`config.mk`:
```
export PLATFORM = sky130hd
export DESIGN_NAME = zed_mask_drain
export DESIGN_NICKNAME = d
export VERILOG_FILES = /design/src/rtl/zed_pipe_pkg.sv /design/src/rtl/zed_lane_packer.sv /design/src/rtl/zed_mask_drain.sv
export SDC_FILE = /design/constraint.sdc
export NUM_CORES = 1
export LEC_CHECK = 0
export ABC_AREA = 1
export CORE_AREA = 3 3 88 111
export CTS_CLUSTER_SIZE = 30
export DETAILED_ROUTE_END_ITERATION = 8
export DIE_AREA = 0 0 91 114
export HOLD_SLACK_MARGIN = 0.12
export PLACE_DENSITY = 0.73
export SYNTH_ARGS = -nofsm -noshare
export SYNTH_HDL_FRONTEND = slang
export SYNTH_SLANG_ARGS = --single-unit
```
`constraint.sdc`:
```
create_clock -name clk -period 4.1 [get_ports clk]
set_input_delay 0.615 -clock clk [delete_from_list [all_inputs] [get_ports clk]]
set_output_delay 0.615 -clock clk [all_outputs]
set_load 0.01 [all_outputs]
```
`src/rtl/zed_pipe_pkg.sv`:
```
// Shared Zed pipeline types and constants for the mask drain.
// ZED_DRAIN_BITPACK_EN selects 1-bit pixels packed 32 per word instead of 4 bytes per word.
package zed_pipe_pkg;

    localparam int IMG_SIZE_DEF = 900;
    localparam int LANES_BYTE   = 4;
    localparam int LANES_BIT    = 32;

`ifdef ZED_DRAIN_BITPACK_EN
    localparam int LANES = LANES_BIT;
`else
    localparam int LANES = LANES_BYTE;
`endif

    // Lane counters must hold LANES itself, so one bit wider than the lane index.
    localparam int LIDX_W = $clog2(LANES);
    localparam int LANE_W = LIDX_W + 1;

    typedef enum logic [1:0] {
        FILL = 2'd0,
        SEND = 2'd1,
        EOF  = 2'd2
    } drain_state_t;

endpackage

```
`src/rtl/zed_lane_packer.sv`:
```
// Lane register file for the mask drain: collects pixels into one 32-bit word plus keep mask.
// ZED_DRAIN_BITPACK_EN reduces each pixel to (pix != 0) and stores it as a single bit.
module zed_lane_packer
    import zed_pipe_pkg::*;
(
    input  logic              clk,
    input  logic              i_wr_en,
    input  logic [LIDX_W-1:0] i_lane,
    input  logic [7:0]        i_pix,
    input  logic              i_clr,
    output logic [31:0]       o_word,
    output logic [3:0]        o_keep
);

`ifdef ZED_DRAIN_BITPACK_EN
    logic [31:0] r_bits;
    logic [31:0] r_valid;

    always_ff @(posedge clk) begin
        if (i_clr) begin
            r_bits  <= '0;
            r_valid <= '0;
        end else if (i_wr_en) begin
            r_bits[i_lane]  <= |i_pix;
            r_valid[i_lane] <= 1'b1;
        end
    end

    // A byte lane is kept as soon as any of its bits carries a pixel.
    always_comb begin
        o_word = r_bits;
        o_keep = '0;
        for (int k = 0; k < 4; k++) begin
            o_keep[k] = |r_valid[8*k +: 8];
        end
    end
`else
    logic [3:0][7:0] r_lanes;
    logic [3:0]      r_valid;

    always_ff @(posedge clk) begin
        if (i_clr) begin
            r_lanes <= '0;
            r_valid <= '0;
        end else if (i_wr_en) begin
            r_lanes[i_lane] <= i_pix;
            r_valid[i_lane] <= 1'b1;
        end
    end

    always_comb begin
        o_word = r_lanes;
        o_keep = r_valid;
    end
`endif

endmodule

```
`src/rtl/zed_mask_drain.sv`:
```
// Zed mask drain: reads mask pixels from the destination FIFO and streams packed, framed words.
// ZED_DRAIN_BITPACK_EN switches to 1-bit pixels packed 32 per word.
//
// state | meaning
// FILL  | issue FIFO reads and collect returned pixels until the word holds target pixels
// SEND  | present the word on the stream; hold it until accepted
// EOF   | one cycle after the tlast handshake; pulse frame_done, restart pixel count
module zed_mask_drain
    import zed_pipe_pkg::*;
#(
    parameter int IMG_SIZE    = IMG_SIZE_DEF,
    parameter int FRAME_CNT_W = 16
) (
    input  logic                   clk,
    input  logic                   rst,
    output logic                   dst_fifo_rd_en,
    input  logic [7:0]             dst_fifo_dout,
    input  logic                   dst_fifo_empty,
    output logic [31:0]            m_tdata,
    output logic [3:0]             m_tkeep,
    output logic                   m_tvalid,
    input  logic                   m_tready,
    output logic                   m_tlast,
    output logic                   frame_done,
    output logic [FRAME_CNT_W-1:0] frame_cnt
);

    localparam int PIX_W = $clog2(IMG_SIZE + 1);

    drain_state_t           r_state;
    drain_state_t           w_next;
    logic [PIX_W-1:0]       r_pix_cnt;
    logic [LANE_W-1:0]      r_issued;
    logic [LANE_W-1:0]      r_received;
    logic                   r_rd_pend;
    logic [FRAME_CNT_W-1:0] r_frame_cnt;
    logic [LANE_W-1:0]      w_target;
    logic                   w_last;
    logic                   w_hs;
    int                     w_remain;

    // Word size is LANES except for the tail of the frame.
    always_comb begin
        w_remain = IMG_SIZE - int'(r_pix_cnt);
        w_target = (w_remain < LANES) ? LANE_W'(w_remain) : LANE_W'(LANES);
        w_last   = (w_remain <= LANES);
    end

    always_ff @(posedge clk) begin
        if (rst) begin
            r_state <= FILL;
        end else begin
            r_state <= w_next;
        end
    end

    always_comb begin
        w_next = r_state;
        case (r_state)
            FILL: if (r_rd_pend && (r_received + LANE_W'(1) == w_target)) w_next = SEND;
            SEND: if (m_tready) w_next = w_last ? EOF : FILL;
            EOF:  w_next = FILL;
            default: w_next = FILL;
        endcase
    end

    // Reads are suppressed while rst is high so no FIFO entry is consumed and then discarded.
    always_comb begin
        dst_fifo_rd_en = (r_state == FILL) && (r_issued < w_target) && !dst_fifo_empty && !rst;
        m_tvalid       = (r_state == SEND);
        m_tlast        = (r_state == SEND) && w_last;
        frame_done     = (r_state == EOF);
    end

    assign w_hs      = m_tvalid && m_tready;
    assign frame_cnt = r_frame_cnt;

    always_ff @(posedge clk) begin
        if (rst) begin
            r_issued    <= '0;
            r_received  <= '0;
            r_pix_cnt   <= '0;
            r_rd_pend   <= 1'b0;
            r_frame_cnt <= '0;
        end else begin
            r_rd_pend <= dst_fifo_rd_en;
            if (dst_fifo_rd_en) r_issued <= r_issued + LANE_W'(1);
            if (r_rd_pend) r_received <= r_received + LANE_W'(1);
            if (w_hs) begin
                r_issued   <= '0;
                r_received <= '0;
                r_pix_cnt  <= r_pix_cnt + PIX_W'(w_target);
                if (w_last) r_frame_cnt <= r_frame_cnt + FRAME_CNT_W'(1);
            end
            if (r_state == EOF) r_pix_cnt <= '0;
        end
    end

    zed_lane_packer u_packer (
        .clk     (clk),
        .i_wr_en (r_rd_pend && !rst),
        .i_lane  (r_received[LIDX_W-1:0]),
        .i_pix   (dst_fifo_dout),
        .i_clr   (rst || w_hs),
        .o_word  (m_tdata),
        .o_keep  (m_tkeep)
    );

endmodule

```
==> results.tsv <==
stage	metric	value	unit
outcome	status	complete, no violations	
route	wl_per_cell	13.1	um
die	io-pin-count	68	
clocking	cts_root_buf	clkbuf_8	
clocking	clkTransAtPathRegs	0.07	ns
synth	synth_compound_area_frac	0.128	
global_routing	grt_pass1_vias	3378	
timing	fin_tns_setup	0	ns
setup_path	path_cells	inv_1 > ha_1 > inv_1 > or2_1 > nand2_1 > nor2_1 > nand2_1 > nor2_2 > nand3_2 > nand2_4 > nand2_1 > ha_1 > o21ai_2 > nand2_1 > o21ai_2 > nand2_2 > inv_2 > clkdlybuf4s50_1	
timing	fin_skew	0.00806	ns
route	drtIter0Drc	127	
final_layout	fillers	873	
synth	synth-xor-area-share	0.0317	
setup_path	path_delay_family	simple AND/OR/NAND/NOR gates	
setup_path	crit_end	dst_fifo_rd_en	
die	die_h	114	um
final_layout	drive_above_1_share	0.136	
setup_path	slowest_delay	0.53	ns
synth	synthTopCellsByCount	nand2_1 (112), dfxtp_1 (71), nand3_1 (57)	
synth	synth_ff_type	dfxtp_1	
synth	yosysMostFrequentCell	nand2_1	
power	powerDensity	282	nW/um^2
clocking	cts_max_path_buffers	2	
power	p_leak	0.00169	uW
die	die-area	10400	um^2
synth	async_flop_share	0	
synth	ys_seq_area_frac	0.396	
power	total_power	1290	uW
die	rows	38	
setup_path	reg2regPathDepth	20	
route	antenna_left	0	
die	start_util	0.410	
setup_path	critPathKind	flip-flop to output port	
setup_path	worstPathRequired	3.48	ns
setup_path	cp_slowest_cell	clkdlybuf4s50_1	
timing	period_minus_slack	3.86	ns
route	dr.pass1.iters	4	
global_routing	grt_pass1_wl	15400	um
timing	whs	0.446	ns
timing	max_slew_margin	0.474	
timing	tightest_slew	0.788	ns
synth	synth_top_family_by_area	simple AND/OR/NAND/NOR gates	
synth	synthMuxAreaShare	0	
timing	slew_viol_final	0	
synth	netlist_instances	497	
clocking	cts_tree	built	
synth	ys_seq_elements	71	
clocking	ctsHtreeMaxLevel	3	
clocking	holdBufCountCts	0	
worst_hold_path	hold_class	flip-flop to flip-flop	
setup_path	cp.depth	18	
final_layout	fin_util	0.524	
place	place_congestion	0.914	
setup_path	reg2reg_slack	1.43	ns
power	vdd_drop_max	155	uV
run	drv_cap	0	
final_layout	nets	590	
timing	final.period_utilization	0.943	
final_layout	insertedDiodeCount	0	
timing	hold_viol_final	0	
setup_path	crit_path_end_kind	output port	
final_layout	area_growth	27.8	%
setup_path	r2r-start	r_pix_cnt[0]	
setup_path	worst-path-buf-inv	4	
setup_path	worst_path_most_repeated_cell	nand2_1	
synth	synth_fa_ha_area_frac	0.0348	
synth	synth_area_leader_cell	dfxtp_1	
die	core_area	8750	um^2
setup_path	cp.arrival	3.25	ns
timing	fmax	259	MHz
synth	synth_cell_types	34	
clocking	numClockSinks	71	
timing	setup_viol_count_final	0	
synth	synth-edff-count	0	
global_routing	grtUsageTotal	0.182	
synth	syn_area_per_cell	7.23	um^2
clocking	clock_latency	0.35	ns
place	pre_cts_slack	0.534	ns
timing	rsz0062_at_grt	no	
place	portBuffers	67	
synth	synth_fp_nets	519	
route	viasPerCell	5.04	
synth	synth_top_cell_area_share	0.396	
synth	synthTopCellsByArea	dfxtp_1 (40%), nand2_1 (12%), nand3_1 (7.9%)	
global_routing	antenna_found_initial	0	
synth	synthSimpleGateAreaFrac	0.337	
setup_path	crit_start	r_pix_cnt[0]	
synth	netlist_area	3590	um^2
timing	fin_ws	0.236	ns
global_routing	overflow	0	
setup_path	crit_path_start_kind	flip-flop	
global_routing	grt_max_degree	23	
setup_path	timing.rr.end	r_pix_cnt[4]	
setup_path	crit_fanout	7	
route	vias	3496	
route	drc	0	
die	die_w	91	um
clocking	cts_made_buffers	9	
place	hpwlAfterDp	6850	um
route	routed_wl	9050	um
synth	yosysWarnings	0	
[layout make-up]
class	count	area (um^2)	area share
multi-input combinational	359	1910	0.416
tap	120	150	0.0327
clock inverter	3	17.5	0.00382
inverter	52	198	0.0431
timing repair buffer	75	731	0.159
sequential	71	1420	0.310
clock buffer	13	159	0.0346
[state kept, by name (all words and copies together), names as in the netlist]
register         flops
r_state              2
frame_cnt           16
r_received           3
r_rd_pend            1
u_packer.o_word     32
r_issued             3
u_packer.o_keep      4
r_pix_cnt           10
[tightest hold or removal path: stages, from the launching register on]
cell	delay [ns]
dfxtp_1	0.31
inv_1	0.04
a21oi_1	0.05
[per-layer routing]
layer  GRT usage  part of all wire  vias to the layer above
li1            -                 -                     1770
met1       0.207              0.43                     1573
met2       0.307              0.49                      132
met3      0.0508             0.064                       21
met4       0.101             0.023                        0
met5           0                 0                        -
[cell families (layout without fill, tap and decap cells)]
logic type | count (synthesis) | after routing
compound gates | 80 | 80
xor+xnor | 13 | 13
buf+inv | 67 | 143
flops | 71 | 71
fa+ha+maj | 10 | 10
simple gates | 256 | 256
[stage by stage]
stage	std cells	cell area, um^2
floorplan	497	3590
global placement	674	4390
detailed placement	674	4390
CTS	690	4560
global route	693	4590
finish	693	4590
[timing repair]
item	4_1_cts	5_1_grt
setup endpoints to repair	0	1
setup buffers	0	3
resized for setup	0	2
[power breakdown]
part / switching [uW] / total (uW) / internal [uW]
sequential: 6.07 / 703 / 697
clock: 258 / 509 / 251
combinational: 47.9 / 80.5 / 32.6
total: 312 / 1290 / 980
[how the worst min path moves through the flow]
| stage | startpoint | to | slack, ns | depth (start not counted) |
|---|---|---|---|---|
| floorplan | r_pix_cnt[8] | r_pix_cnt[8] | 0.45 | 2 |
| global placement | u_packer.o_keep[1] | u_packer.o_keep[1] | 0.44 | 2 |
| detailed placement | u_packer.o_keep[0] | u_packer.o_keep[0] | 0.44 | 2 |
| CTS | u_packer.o_keep[2] | u_packer.o_keep[2] | 0.45 | 2 |
| global route | u_packer.o_keep[2] | u_packer.o_keep[2] | 0.47 | 2 |
| finish | u_packer.o_keep[2] | u_packer.o_keep[2] | 0.45 | 2 |
[cell usage in the layout (no fill, tap or decap), types with 2 or more instances in the layout]
master           instances
o21ai_0                  8
o21ai_2                  5
buf_4                    8
ha_1                    10
nor2_1                  30
clkdlybuf4s50_1         67
o21ai_1                  3
nand3_1                 57
nand3b_1                 2
nor3_1                  11
clkbuf_1                 2
nand4_1                  6
dfxtp_2                  2
xnor2_1                  6
dfxtp_1                 69
nor4_1                   4
nor2_4                   4
xor2_1                   7
a21oi_1                 53
clkbuf_8                11
nand2_4                  3
nor2_2                   3
inv_1                   43
nand2_2                 18
nand3_2                  2
clkinv_2                 2
inv_2                    7
a21oi_2                 10
nand2_1                112
(Power assumes the default switching activity.)
==> RTL edit 1: new RTL, same settings <==
Change the parameter `FRAME_CNT_W` from 16 to 14.
--- a/src/rtl/zed_mask_drain.sv
+++ b/src/rtl/zed_mask_drain.sv
@@ -9,7 +9,7 @@
     import zed_pipe_pkg::*;
 #(
     parameter int IMG_SIZE    = IMG_SIZE_DEF,
-    parameter int FRAME_CNT_W = 16
+    parameter int FRAME_CNT_W = 14
 ) (
     input  logic                   clk,
     input  logic                   rst,
Interface: changed (resized frame_cnt); port bits go from 68 to 66. The function was not compared with the original's and may differ.
==> RTL edit 1 against the unedited design <==
  * Sequential cell count down 2
  * Count of clock-buffer cells in the layout is 4 lower
  * Clock skew increased by 5.1 ps
  * Critical path depth increased by 3
  * Sequential power decreased by 3%
  * Routed wire length is 5.6% lower
  * Largest cell class unchanged
  * Design area is 4.9% lower
  * Register-to-register slack worse by 290 ps
  * Power grew 8.4%
  * Worst setup slack better by 210 ps
  * Synthesized area fell by 7.1%
==> RTL edit 1: results (changes against the unedited design) <==
| Metric | Value |
|---|---|
| Status | complete, no violations (unchanged) |
| Worst Hold Launch | u_packer.o_keep[3]$_SDFFE_PP0P_ (was u_packer.o_keep[2]$_SDFFE_PP0P_) |
| Tot GR Track Use | 0.167 (was 0.182) |
| Global-route wire length before repair | 14,300 um (was 15,400 um) |
| Switching Fraction | 0.243 (was 0.241) |
| Placed Area | 0.00410 mm2 (was 0.00439 mm2) |
| Synth Area in Compound Gates | 0.116 (was 0.128) |
| GP Congestion | 0.953 (was 0.914) |
| Placement Setup Slack | 334 ps (was 534 ps) |
| Syn_nets | 504 (was 519) |
| DP Cell Count | 654 (was 674) |
| Minimum clock period | 3660 ps (was 3860 ps) |
| Drt total wl | 8530 um (was 9050 um) |
| RR Endpoint | r_issued[0]$_SDFFE_PP0P_ (was r_pix_cnt[4]$_SDFFE_PP0P_) |
| Min-Delay Endpoint | u_packer.o_keep[3]$_SDFFE_PP0P_ (was u_packer.o_keep[2]$_SDFFE_PP0P_) |
| Crit path largest cell delay | 370 ps (was 530 ps) |
| Fin nets | 571 (was 590) |
| Static power due to leakage | 1.67 nW (was 1.69 nW) |
| Yosys cell types | 28 (was 34) |
| Via/cell ratio | 4.93 (was 5.04) |
| Power in the clock group | 0.639 mW (was 0.509 mW) |
| # resized after CTS | 1 (was 0) |
| WHS | 447 ps (was 446 ps) |
| Arr. time, crit path | 3040 ps (was 3250 ps) |
| Area share of fa/ha/maj cells after synthesis | 0.0450 (was 0.0348) |
| Seq. pwr | 0.683 mW (was 0.703 mW) |
| R2R Setup Slk | 1140 ps (was 1430 ps) |
| Top cells by area, synth | dfxtp_1, nand2_1, a21oi_1 (was dfxtp_1, nand2_1, nand3_1) |
| Setup Skew | 13.1 ps (was 8.06 ps) |
| Vias in the first global route | 3,035 (was 3,378) |
| Cells after Synth | 480 (was 497) |
| Synth Area in XOR/XNOR | 0.0263 (was 0.0317) |
| Worst-path fanout max | 9 (was 7) |
| Top cells by count, synth | nand2_1, dfxtp_1, a21oi_1 (was nand2_1, dfxtp_1, nand3_1) |
## RTL edit 1: changes by cell type in the layout (fill, tap and decap cells not counted), sizes merged, moves of 4 or more
cell    unedited run  this run
nor3              12         8
o21ai             16        11
clkbuf            13         9
inv               51        60
## RTL edit 1: per-layer routing
metal	vias to the layer above	global-route usage	part of all wire
met5	-	0	0
met4	0	0.0704	0.019
met3	19	0.0310	0.049
met2	84	0.290	0.51
met1	1516	0.202	0.42
li1	1694	-	-
## RTL edit 1: layout make-up
| class | count | area, um2 |
|---|---|---|
| inverter | 56 | 210 |
| timing repair buffer | 70 | 691 |
| fill | 876 | 4390 |
| sequential | 69 | 1390 |
| clock inverter | 7 | 103 |
| clock buffer | 9 | 124 |
| multi-input combinational | 341 | 1700 |
| tap | 120 | 150 |
==> RTL edit 2: new RTL, same flow settings <==
Without the edit above. The 3 states of `drain_state_t` get a one-hot encoding in 3 bits.
--- a/src/rtl/zed_pipe_pkg.sv
+++ b/src/rtl/zed_pipe_pkg.sv
@@ -16,10 +16,10 @@
     localparam int LIDX_W = $clog2(LANES);
     localparam int LANE_W = LIDX_W + 1;
 
-    typedef enum logic [1:0] {
-        FILL = 2'd0,
-        SEND = 2'd1,
-        EOF  = 2'd2
+    typedef enum logic [2:0] {
+        FILL = 3'b001,
+        SEND = 3'b010,
+        EOF  = 3'b100
     } drain_state_t;
 
 endpackage
Check against the original RTL: same outputs for any inputs over 10 cycles, from zero or initial values and one cycle with rst high; not proved beyond that.
==> RTL edit 2 against the unedited design <==
  * Final cell count fell by 1.9%
  * Routed wire length barely moved
  * Core utilization fell by 1.2 points
  * Register-to-register slack got worse by 350 ps
  * Synthesized area fell by 3.1%
  * Design area fell by 2.3%
  * First-iteration DRC count rose by 65%
  * Synthesized cell count fell by 1.4%
  * Clock power rose by 19%
  * Power rose by 9.8%
  * Combinational power rose by 17%
  * Worst setup slack improved by 190 ps
  * Sequential power rose by 2%
  * Sequential cell count rose by 1
  * Largest power group unchanged
  * Highest routed layer unchanged
==> RTL edit 2: results (changes against the unedited design) <==
| Metric | Value |
|---|---|
| Arr. time, crit path | 3060 ps (was 3250 ps) |
| Static power due to leakage | 1.74 nW (was 1.69 nW) |
| Sequential cell area fraction in the yosys report | 0.414 (was 0.396) |
| Tot GR Track Use | 0.182 (about the same) |
| Placed Area | 0.00426 mm2 (was 0.00439 mm2) |
| Yosys cell types | 31 (was 34) |
| Met1 Track Usage GR | 0.217 (was 0.207) |
| Post-DP HPWL | 6570 um (was 6850 um) |
| Yosys warns | 0 (unchanged) |
| Share of cells above drive strength 1 | 0.0607 (was 0.136) |
| Drt pass-1 iters | 5 (was 4) |
| Area share of fa/ha/maj cells after synthesis | 0.0489 (was 0.0348) |
| Port bufs | 67 (unchanged) |
| Delay-heaviest family, CP | simple AND/OR/NAND/NOR gates (unchanged) |
| Fin cells | 680 (was 693) |
| DR iter-0 viols | 209 (was 127) |
| Reg-to-reg startpoint | r_pix_cnt[0]$_SDFFE_PP0P_ (unchanged) |
| RR Endpoint | r_pix_cnt[8]$_SDFFE_PP0P_ (was r_pix_cnt[4]$_SDFFE_PP0P_) |
| Top cells by area, synth | dfxtp_1, nand2_1, a21oi_1 (was dfxtp_1, nand2_1, nand3_1) |
| Synth Area in XOR/XNOR | 0.0378 (was 0.0317) |
| Drt total wl | 9050 um (about the same) |
| Global-route wire length before repair | 15,400 um (about the same) |
| GP Congestion | 0.942 (was 0.914) |
| Vias in the first global route | 3,330 (was 3,378) |
| Worst-margin pin slew | 439 ps (was 788 ps) |
| Metal2 WL | 4460 um (was 4400 um) |
| Largest net degree at the start of global routing | 43 (was 23) |
| Via/cell ratio | 4.99 (was 5.04) |
| Crit-path slowest cell | dfxtp_2 (was clkdlybuf4s50_1) |
| Syn Area/Cell | 7.10 um2 (was 7.23 um2) |
| M1 WL | 3790 um (was 3860 um) |
| Fin nets | 580 (was 590) |
| Count of filler cells inserted in the layout | 886 (was 873) |
| Worst-path fanout max | 6 (was 7) |
| Synth Area in Compound Gates | 0.127 (was 0.128) |
| Worst vdd ir | 0.000257 V (was 0.000155 V) |
| Min-Delay Endpoint | u_packer.o_keep[1]$_SDFFE_PP0P_ (was u_packer.o_keep[2]$_SDFFE_PP0P_) |
| Met3 WL post-DR | 508 um (was 580 um) |
| Crit path largest cell delay | 370 ps (was 530 ps) |
| Fin area | 0.00448 mm2 (was 0.00459 mm2) |
| Top cells by count, synth | nand2_1, dfxtp_1, a21oi_1 (was nand2_1, dfxtp_1, nand3_1) |
| Status | complete, no violations (unchanged) |
| Worst R2R Path Depth | 21 (was 20) |
==> RTL edit 2: changes by cell type after synthesis, moves of 3 or more <==
cell / delta
a21oi_2: -10
nor4_1: -4
a21oi_1: +15
nand3_1: -8
nor2_4: -4
clkbuf_1: +3
inv_1: +4
inv_2: -4
o21ai_2: -4
nand2_1: +19
nand2_2: -14
nand2_4: -3
o21ai_1: -3
==> RTL edit 2: metrics by stage <==
step                power [mW]  setup WS [ps]  hold slack (ps)
finish                    1.42            427              452
global route              1.48            107              476
CTS                       1.44           39.3              457
detailed placement       0.829            320              437
global placement         0.827            417              436
floorplan                0.783           1060              451
==> RTL edit 2: kinds of logic after synthesis <==
family,Yosys count
adder cells (fa/ha/maj),13
flip-flops,72
AND/OR/NAND/NOR,240
buffers and inverters,66
XOR/XNOR,15
AO/OA/AOI/OAI,84
==> RTL edit 2: worst max-delay path by stage <==
stage | end | slack, ps | cells past startpoint
2_1_floorplan | dst_fifo_rd_en | 1060 | 18
3_3_place_gp | dst_fifo_rd_en | 420 | 19
3_5_place_dp | dst_fifo_rd_en | 320 | 19
4_1_cts | dst_fifo_rd_en | 40 | 19
5_1_grt | dst_fifo_rd_en | 110 | 19
6_report | dst_fifo_rd_en | 430 | 19
==> RTL edit 2: power breakdown <==
group          switching [mW]  total [mW]  internal [mW]
combinational          0.0575      0.0945         0.0369
clock                   0.248       0.607          0.359
sequential            0.00839       0.718          0.709
==> RTL edit 2: timing repair <==
action,4_1_cts,5_1_grt
resized for setup,3,1
hold buffers,0,0
setup endpoints to repair,1,1
==> RTL edit 2: layout make-up <==
cell class	count	share of cell area
tap	120	0.0335
inverter	50	0.0419
timing repair buffer	70	0.155
sequential	72	0.322
clock buffer	13	0.0332
multi-input combinational	352	0.400
clock inverter	3	0.0145
